<file path="src/rtl/codificador_pkg.sv">
// Shared types and defaults for the sequential 8-to-3 encoder.
package codificador_pkg;

   typedef enum logic {IDLE = 1'b0, EMIT = 1'b1} estado_t;

   localparam int N_DEF = 8;

endpackage

</file>
<file path="src/rtl/codificador_prio_comb.sv">
// Combinational priority encoder: index of the highest set bit of vec.
module codificador_prio_comb #(
   parameter int N = 8,
   localparam int W = $clog2(N)
) (
   input  logic [N-1:0] vec,
   output logic [W-1:0] index,
   output logic         any
);

   // Ascending scan so the highest set bit is the last one written.
   always_comb begin
      index = '0;
      any   = 1'b0;
      for (int i = 0; i < N; i++) begin
         if (vec[i]) begin
            index = W'(i);
            any   = 1'b1;
         end
      end
   end

endmodule

</file>
<file path="src/rtl/codificador_sequencial.sv">
// Sequential encoder: snapshots request lines and emits each set index,
// highest first, over a valid/ready handshake, then pulses done.
module codificador_sequencial
   import codificador_pkg::*;
#(
   parameter int N = N_DEF,
   localparam int W = $clog2(N)
) (
   input  logic         clk,
   input  logic         rst,
   input  logic [N-1:0] e,
   input  logic         load,
   input  logic         ready,
   output logic         valid,
   output logic [W-1:0] b,
   output logic         busy,
   output logic [W:0]   pendentes,
   output logic         done
);

   estado_t      estado_q, estado_d;
   logic [N-1:0] pend_q, pend_d;
   logic         done_q, done_d;

   logic [W-1:0] top_index;
   logic         top_any;
   logic [N-1:0] clr_mask;
   logic [N-1:0] pend_cleared;

   codificador_prio_comb #(.N(N)) u_prio (
      .vec   (pend_q),
      .index (top_index),
      .any   (top_any)
   );

   assign clr_mask     = N'(1) << top_index;
   assign pend_cleared = pend_q & ~clr_mask;

   always_comb begin
      estado_d = estado_q;
      pend_d   = pend_q;
      done_d   = 1'b0;
      case (estado_q)
         IDLE: begin
            // ready is irrelevant here; only load moves the machine.
            if (load) begin
               pend_d = e;
               if (e == '0) begin
                  done_d = 1'b1;
               end else begin
                  estado_d = EMIT;
               end
            end
         end
         EMIT: begin
            if (ready && top_any) begin
               pend_d = pend_cleared;
               if (pend_cleared == '0) begin
                  estado_d = IDLE;
                  done_d   = 1'b1;
               end
            end
         end
         default: begin
            estado_d = IDLE;
            pend_d   = '0;
         end
      endcase
   end

   always_ff @(posedge clk or posedge rst) begin
      if (rst) begin
         estado_q <= IDLE;
         pend_q   <= '0;
         done_q   <= 1'b0;
      end else begin
         estado_q <= estado_d;
         pend_q   <= pend_d;
         done_q   <= done_d;
      end
   end

   always_comb begin
      pendentes = '0;
      for (int i = 0; i < N; i++) begin
         pendentes = pendentes + (W+1)'(pend_q[i]);
      end
   end

   assign valid = (estado_q == EMIT);
   assign busy  = (estado_q == EMIT);
   assign b     = valid ? top_index : '0;
   assign done  = done_q;

endmodule

</file>
<file path="config.mk">
export PLATFORM = sky130hd
export DESIGN_NAME = codificador_sequencial
export DESIGN_NICKNAME = d
export VERILOG_FILES = /design/src/rtl/codificador_pkg.sv /design/src/rtl/codificador_prio_comb.sv /design/src/rtl/codificador_sequencial.sv
export SDC_FILE = /design/constraint.sdc
export NUM_CORES = 1
export LEC_CHECK = 0
export ABC_AREA = 0
export CELL_PAD_IN_SITES_DETAIL_PLACEMENT = 1
export CELL_PAD_IN_SITES_GLOBAL_PLACEMENT = 1
export CORE_UTILIZATION = 31
export DETAILED_ROUTE_END_ITERATION = 7
export GPL_ROUTABILITY_DRIVEN = 0
export PLACE_DENSITY_LB_ADDON = 0.1
export SYNTH_ARGS = -nofsm -noshare
export SYNTH_HDL_FRONTEND = slang
export SYNTH_SLANG_ARGS = --single-unit
export TNS_END_PERCENT = 5
</file>
<file path="constraint.sdc">
create_clock -name clk -period 3.1 [get_ports clk]
set_input_delay 0.62 -clock clk [delete_from_list [all_inputs] [get_ports clk]]
set_output_delay 0.62 -clock clk [all_outputs]
set_load 0.05 [all_outputs]
</file>
==> reports/metrics.cfg <==
[worst_setup_path]
worstSetupStartpointType=flop
arrival_ns=3.20
crit_fanout=2
r2r_cells=5
critPathRequiredTime_ns=2.48
endpoint_kind=primary output
path_class=reg -> out

[placed_design]
place_inst=153
dp_slack_ns=-0.494
dpl.hpwl_um=1990
portBuffers=21

[timing]
timing.hold.ws_ns=0.624
clock_skew_ns=0.0173
worstMarginPinSlew_ns=0.498
hold_viol=0
relSlewSlack_pct=66.7
fin_ws_ns=-0.718
fin_tns_setup_ns=-1.92
rsz0062_at_grt=true
max_freq_mhz=262
period_needed_ns=3.82
post-route-period-util_pct=123
slew_viol_final=0
setup-violations-final=4

[synth]
syn_area_um2=833
ys_seq_area_share_pct=30.0
avgSynthCellArea_um2=8.42
synthArstFlopShare_pct=100
syn_inst=99
synthesis.nets=119
synth_seq_cells=10
yosysWarnings=0
synth_flop_cell=dfrtp_1
ys_types=32
synth_edf_count=0

[final_layout]
instances_no_fill=158
drive_above_1_share_pct=23.4
n_antenna_cell=0
area_growth_pct=49.6
nets=149

[drt]
routed_wl_um=2410
vias_per_cell=5.16
first_pass_iters=4
wl_per_cell_um=15.3
drc=0
num_vias=815
ant_nets=0
drtIter0Drc=9

[clocking]
path_clk_slew_ns=0.08
cts-root-buf=clkbuf_4
cts-buffers-inserted=3
hold_buffers=0
worst_skew_pair.late_latency_ns=0.28
htree_levels=1
cts.sinks=10
clockBufferDepth=2
cts_tree=yes

[floorplan]
coreArea_um2=2500
die_y_um=53.8
initial_utilization_pct=33.3
std_cell_rows=18
die_x_um=53.8
top_level_ports=22
die-area_um2=2900

[global_routing]
gr-usage-all-layers_pct=20.7
grt_start_max_net_pins=12
overflow=0
grt_pass1_vias=847
antenna_found_initial=0
grt_pass1_wl_um=4140

[run_status]
violations=negative setup slack
outcome=finished, violations left

[job]
max-cap-violations=0

[min_path]
hold_path_class=in -> async

## layout make-up
cell class	instances	area [um^2]
Tap cell	30	37.5
Inverter	17	67.6
Multi-Input combinational cell	66	529
Fill cell	300	1250
Sequential cell	10	250
Clock buffer	4	36.3
Timing Repair Buffer	31	325
## cell usage after synthesis, types with 2 or more instances
cell	n	area share, %
nor4_1	4	3.0
dfrtp_1	10	30
clkbuf_2	2	1.2
a21oi_1	11	6.6
ha_1	4	6.0
nor2b_1	2	1.5
o31ai_1	3	2.7
nor2_1	7	3.2
inv_1	17	7.7
o21ai_0	7	4.2
a21boi_0	2	1.8
nand3_1	2	1.2
nand2_1	5	2.3
o31a_1	2	2.1
fa_1	4	9.6
## cells in the final DEF, fill, tap and decap left out, types with 4 or more instances in the layout
master           netlist  final
nor4_1                 4      4
clkdlybuf4s50_1        0     17
nor2_1                 7      7
buf_12                 0      4
o21ai_0                7      7
nand2_1                5      5
buf_4                  1     10
dfrtp_1               10     10
a21oi_1               11     10
inv_1                 17     13
## sequential cells by signal (all words and copies together) (netlist names)
register	cells
pend_q	8
busy	1
done	1
## metrics by stage
step,utilization (%),area [um^2]
after detailed placement,47.0,1180
after floorplan,-,858
after global routing,49.8,1250
after global placement,47.0,1180
after CTS,49.8,1250
final,49.8,1250
## logic make-up after synthesis
group / count (synthesis) / share of synthesized area (%)
XOR/XNOR: 1 / 1.05
AO/OA/AOI/OAI: 31 / 23.3
AND/OR/NAND/NOR: 26 / 17.9
adder cells (fa/ha/maj): 8 / 15.6
buffers and inverters: 23 / 12.2
flip-flops: 10 / 30.0
## metal layers
layer  track usage (%)  up-vias  wire length [um]
li1                  -      398                 -
met1              25.4      402              1100
met2              36.6       13              1210
met3              5.37        2                93
met4              2.63        0                 8
met5                 0        -                 0
## critical path, stage by stage (launching register included)
cell and delay, ns:
dfrtp_1 0.40, fa_1 0.56, inv_2 0.04, fa_1 0.49, fa_1 0.42, inv_2 0.08
ha_4 0.13, inv_2 0.03, fa_2 0.54, clkinvlp_4 0.10, buf_12 0.15
## worst paths after layout
check / startpoint / end / slack, ns
setup / recovery: pend_q[0]$_DFFE_PP0P_ / pendentes[1] / -0.72
hold / removal: rst / done$_DFF_PP0_ / 0.62
min in group clk: pend_q[4]$_DFFE_PP0P_ / pend_q[2]$_DFFE_PP0P_ / 0.64
setup reg to reg: pend_q[5]$_DFFE_PP0P_ / pend_q[1]$_DFFE_PP0P_ / 1.41
max in group asynchronous: rst / pend_q[0]$_DFFE_PP0P_ / 2.17
hold reg to reg: pend_q[4]$_DFFE_PP0P_ / pend_q[2]$_DFFE_PP0P_ / 0.64
## timing repair
item | CTS | global route
pin swaps | 1 | 0
resized for setup | 7 | 1
buffers inserted | 1 | 0
setup endpoints to repair | 4 | 4
Power is not shown: default switching activity piles up to over one toggle a cycle in this logic, so the estimate is an artifact.
